### src/rtl/sdf_r2_stage_if.sv
// Sample/twiddle/result bundle for one radix-2 SDF stage.
// master drives samples and ROM twiddles; slave is the stage itself.
interface sdf_r2_stage_if #(
    parameter int DEPTH  = 16,
    parameter int DW_IN  = 8,
    parameter int WW     = 8,
    parameter int DW_OUT = 14
);
    localparam int AW = $clog2(DEPTH);

    logic                     in_valid;
    logic signed [DW_IN-1:0]  in_r;
    logic signed [DW_IN-1:0]  in_i;
    logic                     flush;
    logic signed [WW-1:0]     tw_r;
    logic signed [WW-1:0]     tw_i;
    logic [AW-1:0]            tw_idx;
    logic                     out_valid;
    logic signed [DW_OUT-1:0] out_r;
    logic signed [DW_OUT-1:0] out_i;

    modport master (
        output in_valid, in_r, in_i, flush, tw_r, tw_i,
        input  tw_idx, out_valid, out_r, out_i
    );

    modport slave (
        input  in_valid, in_r, in_i, flush, tw_r, tw_i,
        output tw_idx, out_valid, out_r, out_i
    );
endinterface

### src/rtl/sdf_r2_stage.sv
// Radix-2 single-path delay-feedback FFT stage with its own delay line, phase control and rounding.
// Latency: result registered on the edge that accepts the sample (out_valid the following cycle).
// No backpressure: stalls via in_valid=0 freeze all state; flush drains the second half with zeros.
module sdf_r2_stage #(
    parameter int DEPTH   = 16,
    parameter int DW_IN   = 8,
    parameter int WW      = 8,
    parameter int TW_FRAC = 6,
    parameter int DW_OUT  = 14
) (
    input  logic          clk,
    input  logic          rst,
    sdf_r2_stage_if.slave bus
);
    localparam int AW = $clog2(DEPTH);
    localparam int LW = DW_IN + 1;
    localparam int SW = LW + TW_FRAC;
    localparam int MW = LW + WW;
    localparam int PW = MW + 2;
    localparam int XA = (SW > PW) ? SW : PW;
    localparam int XW = (XA > DW_OUT) ? XA : DW_OUT;

    typedef enum logic [1:0] {IDLE, WAITING, FIRST, SECOND} ph_t;

    ph_t                      ph, ph_nxt;
    logic [AW-1:0]            cnt;
    logic signed [LW-1:0]     line_r [DEPTH];
    logic signed [LW-1:0]     line_i [DEPTH];

    logic                     adv, flush_adv, wrap, produce;
    logic signed [LW-1:0]     a_r, a_i, b_r, b_i, sr_r, sr_i;
    logic signed [LW:0]       sum_r, sum_i, dif_r, dif_i;
    logic signed [SW-1:0]     sh_r, sh_i;
    logic signed [MW-1:0]     p_rr, p_ii, p_ri, p_ir;
    logic signed [PW-1:0]     acc_r, acc_i;
    logic signed [DW_OUT-1:0] res_r, res_i;
    logic signed [DW_OUT-1:0] q_r, q_i;
    logic                     q_vld;

    function automatic logic signed [LW-1:0] sat_lw(input logic signed [LW:0] x);
        if (x[LW] == x[LW-1])
            return x[LW-1:0];
        return {x[LW], {(LW-1){~x[LW]}}};
    endfunction

    function automatic logic signed [DW_OUT-1:0] sat_out(input logic signed [XW-1:0] x);
        if ((&x[XW-1:DW_OUT-1]) || ~(|x[XW-1:DW_OUT-1]))
            return x[DW_OUT-1:0];
        return {x[XW-1], {(DW_OUT-1){~x[XW-1]}}};
    endfunction

    always_comb begin
        flush_adv = !bus.in_valid && bus.flush && (ph == SECOND);
        adv       = bus.in_valid || flush_adv;
        wrap      = (cnt == AW'(DEPTH - 1));
        produce   = adv && ((ph == FIRST) || (ph == SECOND));

        // a flush advance feeds zeros into the butterfly
        a_r = bus.in_valid ? {bus.in_r[DW_IN-1], bus.in_r} : '0;
        a_i = bus.in_valid ? {bus.in_i[DW_IN-1], bus.in_i} : '0;
        b_r = line_r[cnt];
        b_i = line_i[cnt];

        sum_r = {a_r[LW-1], a_r} + {b_r[LW-1], b_r};
        sum_i = {a_i[LW-1], a_i} + {b_i[LW-1], b_i};
        dif_r = {b_r[LW-1], b_r} - {a_r[LW-1], a_r};
        dif_i = {b_i[LW-1], b_i} - {a_i[LW-1], a_i};
        sh_r  = {sum_r, {(TW_FRAC-1){1'b0}}};
        sh_i  = {sum_i, {(TW_FRAC-1){1'b0}}};

        p_rr  = MW'(b_r) * MW'(bus.tw_r);
        p_ii  = MW'(b_i) * MW'(bus.tw_i);
        p_ri  = MW'(b_r) * MW'(bus.tw_i);
        p_ir  = MW'(b_i) * MW'(bus.tw_r);
        acc_r = (PW'(p_rr) - PW'(p_ii) + PW'(1)) >>> 1;
        acc_i = (PW'(p_ri) + PW'(p_ir) + PW'(1)) >>> 1;

        sr_r  = a_r;
        sr_i  = a_i;
        res_r = sat_out(XW'(acc_r));
        res_i = sat_out(XW'(acc_i));
        if (ph == FIRST) begin
            sr_r  = sat_lw(dif_r);
            sr_i  = sat_lw(dif_i);
            res_r = sat_out(XW'(sh_r));
            res_i = sat_out(XW'(sh_i));
        end
    end

    always_comb begin
        ph_nxt = ph;
        case (ph)
            IDLE:    if (adv)         ph_nxt = WAITING;
            WAITING: if (adv && wrap) ph_nxt = FIRST;
            FIRST:   if (adv && wrap) ph_nxt = SECOND;
            SECOND:  if (adv && wrap) ph_nxt = bus.in_valid ? FIRST : IDLE;
            default:                  ph_nxt = IDLE;
        endcase
    end

    always_ff @(posedge clk or posedge rst) begin
        if (rst)
            ph <= IDLE;
        else
            ph <= ph_nxt;
    end

    // cnt addresses a circular buffer: the slot about to be overwritten holds the oldest entry
    always_ff @(posedge clk or posedge rst) begin
        if (rst) begin
            cnt   <= '0;
            q_vld <= 1'b0;
            q_r   <= '0;
            q_i   <= '0;
            for (int k = 0; k < DEPTH; k++) begin
                line_r[k] <= '0;
                line_i[k] <= '0;
            end
        end else begin
            q_vld <= produce;
            if (produce) begin
                q_r <= res_r;
                q_i <= res_i;
            end
            if (adv) begin
                line_r[cnt] <= sr_r;
                line_i[cnt] <= sr_i;
                cnt         <= cnt + 1'b1;
            end
        end
    end

    assign bus.out_valid = q_vld;
    assign bus.out_r     = q_r;
    assign bus.out_i     = q_i;
    assign bus.tw_idx    = (ph == SECOND) ? cnt : '0;
endmodule
### src/flat_wrapper.sv
// flat-port wrapper written by rule: the top's interface ports become plain ports
module sdf_r2_stage_flat 
#(
    parameter int DEPTH   = 16,
    parameter int DW_IN   = 8,
    parameter int WW      = 8,
    parameter int TW_FRAC = 6,
    parameter int DW_OUT  = 14
)
  (clk, rst, bus_in_valid, bus_in_r, bus_in_i, bus_flush, bus_tw_r, bus_tw_i, bus_tw_idx, bus_out_valid, bus_out_r, bus_out_i);
  sdf_r2_stage_if #(.DEPTH(DEPTH), .DW_IN(DW_IN), .WW(WW), .DW_OUT(DW_OUT)) bus_i ();
  input  logic clk;
  input  logic rst;
  input wire logic [$bits(bus_i.in_valid)-1:0] bus_in_valid;
  input wire logic [$bits(bus_i.in_r)-1:0] bus_in_r;
  input wire logic [$bits(bus_i.in_i)-1:0] bus_in_i;
  input wire logic [$bits(bus_i.flush)-1:0] bus_flush;
  input wire logic [$bits(bus_i.tw_r)-1:0] bus_tw_r;
  input wire logic [$bits(bus_i.tw_i)-1:0] bus_tw_i;
  output wire logic [$bits(bus_i.tw_idx)-1:0] bus_tw_idx;
  output wire logic [$bits(bus_i.out_valid)-1:0] bus_out_valid;
  output wire logic [$bits(bus_i.out_r)-1:0] bus_out_r;
  output wire logic [$bits(bus_i.out_i)-1:0] bus_out_i;
  assign bus_i.in_valid = bus_in_valid;
  assign bus_i.in_r = bus_in_r;
  assign bus_i.in_i = bus_in_i;
  assign bus_i.flush = bus_flush;
  assign bus_i.tw_r = bus_tw_r;
  assign bus_i.tw_i = bus_tw_i;
  assign bus_tw_idx = bus_i.tw_idx;
  assign bus_out_valid = bus_i.out_valid;
  assign bus_out_r = bus_i.out_r;
  assign bus_out_i = bus_i.out_i;
  sdf_r2_stage #(.DEPTH(DEPTH), .DW_IN(DW_IN), .WW(WW), .TW_FRAC(TW_FRAC), .DW_OUT(DW_OUT)) u_core (.clk(clk), .rst(rst), .bus(bus_i));
endmodule
### config.mk
export PLATFORM = sky130hd
export DESIGN_NAME = sdf_r2_stage_flat
export DESIGN_NICKNAME = d
export VERILOG_FILES = /design/src/rtl/sdf_r2_stage_if.sv /design/src/rtl/sdf_r2_stage.sv /design/src/flat_wrapper.sv
export SDC_FILE = /design/constraint.sdc
export NUM_CORES = 2
export LEC_CHECK = 0
export BUFFER_PORTS_ARGS = -buffer_cell sky130_fd_sc_hd__buf_4
export CORE_MARGIN = 2
export CORE_UTILIZATION = 60
export DETAILED_ROUTE_END_ITERATION = 12
export PLACE_DENSITY = 0.78
export SETUP_SLACK_MARGIN = 0.5
export SLEW_MARGIN = 40
export SYNTH_ARGS = -nofsm -noshare
export SYNTH_HDL_FRONTEND = slang
export SYNTH_SLANG_ARGS = --single-unit
### constraint.sdc
create_clock -name clk -period 11.7 [get_ports clk]
set_clock_uncertainty 0.1 [all_clocks]
set_input_delay 1.755 -clock clk [delete_from_list [all_inputs] [get_ports clk]]
set_output_delay 1.755 -clock clk [all_outputs]
set_load 0.05 [all_outputs]
# Word level (Yosys, flattened, before mapping)
# Cells that the tools add are included.
[totals]
out_inout_bits = 33
elab_cells = 140
register_bits = 323
[classes]
reduce_logical = 22
eq_ne = 10
n_mux = 45
add_sub_neg = 9
multipliers = 4
order_cmp = 2
bitwise = 11
[op_table]
columns = ["cell", "n"]
rows = [
  ["bitwise mux 144 bit", 2],
  ["two-way mux 14 bit", 10],
  ["two-way mux 9 bit", 13],
  ["binary-select mux 9 bit (select 4 bit)", 2],
  ["multiplier 9 x 8 -> 17 bit", 4],
  ["adder 19 x 2 -> 19 bit (second input constant)", 2],
  ["demux 9 bit (select 4 bit)", 1],
  ["adder 9 x 9 -> 10 bit", 2],
  ["subtractor 9 x 9 -> 10 bit", 2],
  ["adder 17 x 17 -> 18 bit", 1],
  ["subtractor 17 x 17 -> 18 bit", 1],
  ["two-way mux 1 bit", 10],
  ["two-way mux 2 bit", 5],
  ["NOT 1 bit", 10],
  ["AND reduction 5 bit", 2],
  ["OR reduction 5 bit", 2],
  ["case mux 2 bit (4 select lines)", 1],
  ["logical OR 1 bit", 6],
  ["!= test 2 x 1 -> 1 bit (second input constant)", 3],
  ["greater-or-equal comparator 5 bit (second input constant)", 1],
  ["logical AND 1 bit", 5],
  ["less-than comparator 5 x 1 -> 1 bit (second input constant)", 1],
  ["NOT 4 -> 5 bit", 1],
  ["adder 4 x 1 -> 4 bit (second input constant)", 1],
  ["other kinds (11)", 15],
]

# Depth between registers and ports, before layout
[depth]
ltp_word = 13
ltp_mapped = 33
depth_no_buf = 28

# Least setup slack after synthesis
# Ideal clock, no wire load.
[synth_path]
path_kind = "flip-flop to flip-flop"
from = "register u_core.cnt[0]"
to = "register u_core.q_i[7], in the netlist u_core.bus.out_i[7]"
required_time_ns = 11.496
setup_slack_ns = 2.798
stages_incl_launch_ff = 30
arrival_ns = 8.699
setup_time_ns = 0.104
cell_sequence = "dfrtp_1 > clkbuf_1 > buf_2 > buf_1 > mux4_2 > mux4_2 > and2_1 > fa_1 > inv_1 > fa_1 > inv_1 > fa_1 > fa_1 > fa_1 > inv_1 > fa_1 > inv_1 > ha_1 > buf_6 > a21o_1 > or4_1 > o22a_1 > xnor2_1 > or4_1 > nor2_1 > nor2_1 > o31ai_2 > buf_4 > o211ai_1 > a221oi_1"
[synth_via]
elab_chain_cells = 13
word_cells_on_any_way = 30
classes_between = "add/sub: 3; mul: 2; mux: 14; bitwise: 5; reduce/logical: 6"
[synth_lines]
columns = ["item", "line_no", "rtl"]
rows = [
  ["from (decl)", "sdf_r2_stage.sv:26", "logic [AW-1:0] cnt;"],
  ["from (signal assigned)", "sdf_r2_stage.sv:128", "cnt <= cnt + 1'b1;"],
  ["NOT 4 -> 5 bit (not written as such) *", "sdf_r2_stage.sv:61, sdf_r2_stage.sv:62", ""],
  ["binary-select mux 9 bit (select 4 bit), on equally long branches", "sdf_r2_stage.sv:61, sdf_r2_stage.sv:62", ""],
  ["two-way mux 9 bit, on equally long branches (2 in series)", "sdf_r2_stage.sv:61, sdf_r2_stage.sv:62", ""],
  ["multiplier 9 x 8 -> 17 bit, on equally long branches", "sdf_r2_stage.sv:73, sdf_r2_stage.sv:74", ""],
  ["adder 17 x 17 -> 18 bit", "sdf_r2_stage.sv:76", "acc_i = (PW'(p_ri) + PW'(p_ir) + PW'(1)) >>> 1;"],
  ["adder 19 x 2 -> 19 bit", "sdf_r2_stage.sv:76", ""],
  ["OR reduction 5 bit", "sdf_r2_stage.sv:47", "if ((&x[XW-1:DW_OUT-1]) || ~(|x[XW-1:DW_OUT-1]))"],
  ["NOT 1 bit", "sdf_r2_stage.sv:47", ""],
  ["logical OR 1 bit", "sdf_r2_stage.sv:47", ""],
  ["two-way mux 1 bit", "sdf_r2_stage.sv:47", ""],
  ["two-way mux 14 bit", "sdf_r2_stage.sv:49", "return {x[XW-1], {(DW_OUT-1){~x[XW-1]}}};"],
  ["two-way mux 14 bit *", "sdf_r2_stage.sv:82", "if (ph == FIRST) begin"],
  ["to (signal assigned)", "sdf_r2_stage.sv:123", "q_i <= res_i;"],
  ["to (decl)", "sdf_r2_stage.sv:37", "logic signed [DW_OUT-1:0] q_r, q_i;"],
]
# Every way passes the cells marked *; elsewhere a longest branch is shown, timed or not. The select of a mux whose other input is x is not followed.
# A chain may end at the register's enable or synchronous reset.

# Worst setup path after layout
[layout_path]
from = "register u_core.cnt[1]"
to = "register u_core.q_r[13], in the netlist u_core.bus.out_r[13]"
[layout_via]
elab_chain_cells = 13
word_cells_on_any_way = 28
classes_between = "add/sub: 3; mul: 2; mux: 14; bitwise: 3; reduce/logical: 6"
[layout_lines]
columns = ["item", "line_no", "rtl"]
rows = [
  ["NOT 4 -> 5 bit (not written as such) *", "sdf_r2_stage.sv:61, sdf_r2_stage.sv:62", ""],
  ["binary-select mux 9 bit (select 4 bit), on equally long branches", "sdf_r2_stage.sv:61, sdf_r2_stage.sv:62", ""],
  ["two-way mux 9 bit, on equally long branches (2 in series)", "sdf_r2_stage.sv:61, sdf_r2_stage.sv:62", ""],
  ["multiplier 9 x 8 -> 17 bit, on equally long branches", "sdf_r2_stage.sv:71, sdf_r2_stage.sv:72", ""],
  ["subtractor 17 x 17 -> 18 bit", "sdf_r2_stage.sv:75", "acc_r = (PW'(p_rr) - PW'(p_ii) + PW'(1)) >>> 1;"],
  ["adder 19 x 2 -> 19 bit", "sdf_r2_stage.sv:75", ""],
  ["OR reduction 5 bit", "sdf_r2_stage.sv:47", ""],
  ["NOT 1 bit", "sdf_r2_stage.sv:47", ""],
  ["logical OR 1 bit", "sdf_r2_stage.sv:47", ""],
  ["two-way mux 1 bit", "sdf_r2_stage.sv:47", ""],
  ["two-way mux 14 bit", "sdf_r2_stage.sv:49", ""],
  ["two-way mux 14 bit *", "sdf_r2_stage.sv:82", ""],
  ["to (signal assigned)", "sdf_r2_stage.sv:122", "q_r <= res_r;"],
  ["to (decl)", "sdf_r2_stage.sv:37", ""],
]
# Marked as above.

==> impl_metrics.csv <==
group,metric,value,unit
floorplan,std_cell_rows,80,
layout,antenna_cells,0,
grt,grt_use_met2,54.7,%
timing,final-max-slew-violation-count,0,
grt,globalRouteMet1Util,37.2,%
layout,areaGrowthSynthToFinish,7.94,%
logic_synthesis,synth_seq_cells,323,
timing,hold_viol,0,
logic_synthesis,synthesis.nets,3198,
clock_network,cts_resized,0,
grt,grt_overflow,0,
drt,drt-wirelength-per-cell,22.5,µm
layout,layout.nets,3202,
layout,final_cell_area,31300,µm²
worst_setup_path,cp-end-kind,"flip-flop",
floorplan,die-height,224,µm
place,dp_hpwl,55.1,mm
logic_synthesis,synth_warnings,0,
clock_network,insertion_delay,0.57,ns
layout,drive_gt1_share,19.2,%
timing,fmax,105,MHz
timing,relSlewSlack,41.5,%
floorplan,dieWidth,224,µm
timing,worst_pin_slew,0.875,ns
logic_synthesis,netlist_area,29000,µm²
place,portBuffers,68,
grt,busiest_layer,"met2",
place,dpl-instance-area,30100,µm²
logic_synthesis,synthFlopType,"dfrtp_1",
layout,layout_commonest_cell,"inv_1",
clock_network,cts_root_buffer,"clkbuf_16",
timing,min_period,9.53,ns
layout,multi_input_area,18900,µm²
grt,antenna_found_initial,0,
drt,vias_per_cell,6.08,
place,place_congestion,0.971,
grt,grt_start_max_net_pins,104,
drt,drc,0,
worst_setup_path,required,12.03,ns
clock_network,cts_inserted_buffers,34,
timing,finalCritPeriodShare,81.5,%
drt,routed_wl,75.1,mm
worst_setup_path,cp.arrival,9.86,ns
layout,register_area,8090,µm²
logic_synthesis,synth_edf_count,0,
drt,num_vias,20278,
logic_synthesis,synth_area_per_cell,10.8,µm²
layout,n_fill_cell,3563,
flow_run,cap_violations,0,
layout,layout_common_cells,"inv_1 (411), dfrtp_1 (319), fa_1 (311)",
floorplan,io_pins,69,
timing,finalSetupTns,0,ns
clock_network,tritoncts,"built",
run_status,status,"finished, final reports clean",
floorplan,fp.coreArea,47700,µm²
worst_setup_path,cp-start-kind,"flip-flop",
clock_network,htree_num_levels,2,
logic_synthesis,yosysSeqAreaShare,27.9,%
grt,grt_pass1_vias,22194,
worst_setup_path,cp_max_fo,48,
grt,grt_use_total,31.2,%
drt,firstDrtPassIters,7,
clock_network,cts_setup_buffers,0,
clock_network,cts_max_path_buffers,3,
timing,rsz0062_at_grt,"false",
grt,grt_pass1_wl,120,mm
drt,first_iter_violations,1340,
timing,finalSetupViolCount,0,
floorplan,die_area,50100,µm²
clock_network,clkTransAtPathRegs,0.06,ns
worst_setup_path,worstSetupPathType,"reg -> reg",
grt,globalRouteMet3Util,4.74,%
floorplan,start_util,60.7,%
clock_network,postCtsHoldBufs,0,
worst_hold_path,hold_class,"reg -> reg",
logic_synthesis,async_flop_share,100,%
logic_synthesis,syn_inst,2691,
clock_network,cts_sinks,323,
logic_synthesis,synth.distinct_cells,80,
drt,antenna_left,0,
## Yosys cell counts, types with 4 or more instances
cell | instances | share of area [%]
dfrtp_1 | 323 | 28
xor2_1 | 25 | 0.76
buf_1 | 15 | 0.19
fa_1 | 311 | 21
o21bai_1 | 6 | 0.16
ha_1 | 160 | 6.9
a31oi_1 | 12 | 0.26
o22ai_1 | 8 | 0.17
inv_1 | 412 | 5.3
o21ai_0 | 73 | 1.3
nor3_1 | 24 | 0.41
a21o_1 | 15 | 0.39
buf_2 | 9 | 0.16
nand2b_1 | 16 | 0.35
a221oi_1 | 13 | 0.39
nand2_1 | 239 | 3.1
mux4_2 | 89 | 6.9
o311ai_0 | 4 | 0.12
nand3b_1 | 4 | 0.10
a211oi_1 | 15 | 0.39
a21oi_1 | 50 | 0.86
o31ai_1 | 5 | 0.13
mux2_2 | 242 | 9.4
o21ai_1 | 32 | 0.55
clkbuf_1 | 107 | 1.4
and3_1 | 19 | 0.41
a21boi_1 | 5 | 0.13
and2_1 | 155 | 3.3
o21a_1 | 9 | 0.23
a2111oi_0 | 5 | 0.15
xnor2_1 | 69 | 2.1
nand3_1 | 23 | 0.40
nor2b_1 | 21 | 0.45
nor4_1 | 7 | 0.15
nor2_1 | 92 | 1.2
o211ai_1 | 6 | 0.16
## state kept, by name, indices dropped and copies added, names as in the netlist
| signal | flops |
|---|---|
| u_core.line_i | 144 |
| u_core.line_r | 144 |
| u_core.bus.out_i | 14 |
| u_core.bus.out_r | 14 |
| u_core.cnt | 4 |
| u_core.ph | 2 |
| u_core.bus.out_valid | 1 |
## metrics by stage
stage / worst slack, ns / hold WS, ns / utilization (%) / std cells
detailed placement: 1.75 / 0.369 / 63.0 / 3272
global placement: 1.74 / 0.358 / 62.9 / 3272
global route: 1.79 / 0.410 / 65.5 / 3333
floorplan: 0.904 / 0.345 / - / 2691
CTS: 1.74 / 0.383 / 65.4 / 3331
finish: 2.17 / 0.382 / 65.5 / 3333
## path summary, 6_finish.rpt
kind / from / end / slack (ns) / cells after the start
worst max-delay path: u_core.cnt[1]$_DFFE_PP0P_ / u_core.bus.out_r[13]$_DFFE_PP0P_ / 2.17 / 25
worst min-delay path: u_core.line_i[9]$_DFFE_PP0P_ / u_core.line_i[9]$_DFFE_PP0P_ / 0.38 / 2
worst max register to register: u_core.cnt[1]$_DFFE_PP0P_ / u_core.bus.out_r[13]$_DFFE_PP0P_ / 2.17 / 25
worst min register to register: u_core.line_i[9]$_DFFE_PP0P_ / u_core.line_i[9]$_DFFE_PP0P_ / 0.38 / 2
max in group asynchronous: rst / u_core.line_i[24]$_DFFE_PP0P_ / 8.51 / 4
min in group asynchronous: rst / u_core.line_r[11]$_DFFE_PP0P_ / 1.21 / 2
## worst max-delay path: stages (launching register included)
cell and delay [ns]:
dfrtp_2 0.86, buf_12 0.36, mux4_2 0.38, mux4_2 0.78
and2_1 0.30, fa_1 0.53, inv_1 0.05, fa_1 0.54
fa_1 0.54, inv_1 0.06, fa_1 0.52, fa_1 0.51
inv_1 0.06, fa_1 0.51, inv_1 0.05, ha_1 0.36
a21o_1 0.23, a31o_2 0.22, a21oi_1 0.38, xnor2_1 0.27
nor4b_2 0.44, and3_1 0.27, nor4b_1 0.26, a211o_1 0.43
a21oi_1 0.13, o22a_1 0.20
## cell type report
type | count | area share, %
Multi-Input combinational cell | 1821 | 60.5
Sequential cell | 323 | 25.9
Inverter | 414 | 4.99
Clock buffer | 49 | 3.19
Timing Repair Buffer | 101 | 2.57
Tap cell | 615 | 2.46
Clock inverter | 10 | 0.424
## layer usage
layer  vias up  part of all wire [%]
met5         -                     0
met4         0                   5.6
met3       225                   6.0
met2       737                    51
met1     10451                    37
li1       8865                     -
## kinds of logic (layout without fill, tap and decap cells)
family / count (synthesis) / in the layout / synth area share [%]
simple gates: 622 / 622 / 10.5
buf+inv: 547 / 574 / 7.16
flops: 323 / 323 / 27.9
xor+xnor: 94 / 94 / 2.84
fa+ha+maj: 471 / 471 / 28.4
mux: 334 / 334 / 16.4
compound gates: 300 / 300 / 6.77
Power is left out: the tool's default activity adds up to more than one toggle a clock period on the data nets, which glitch-free logic cannot reach.
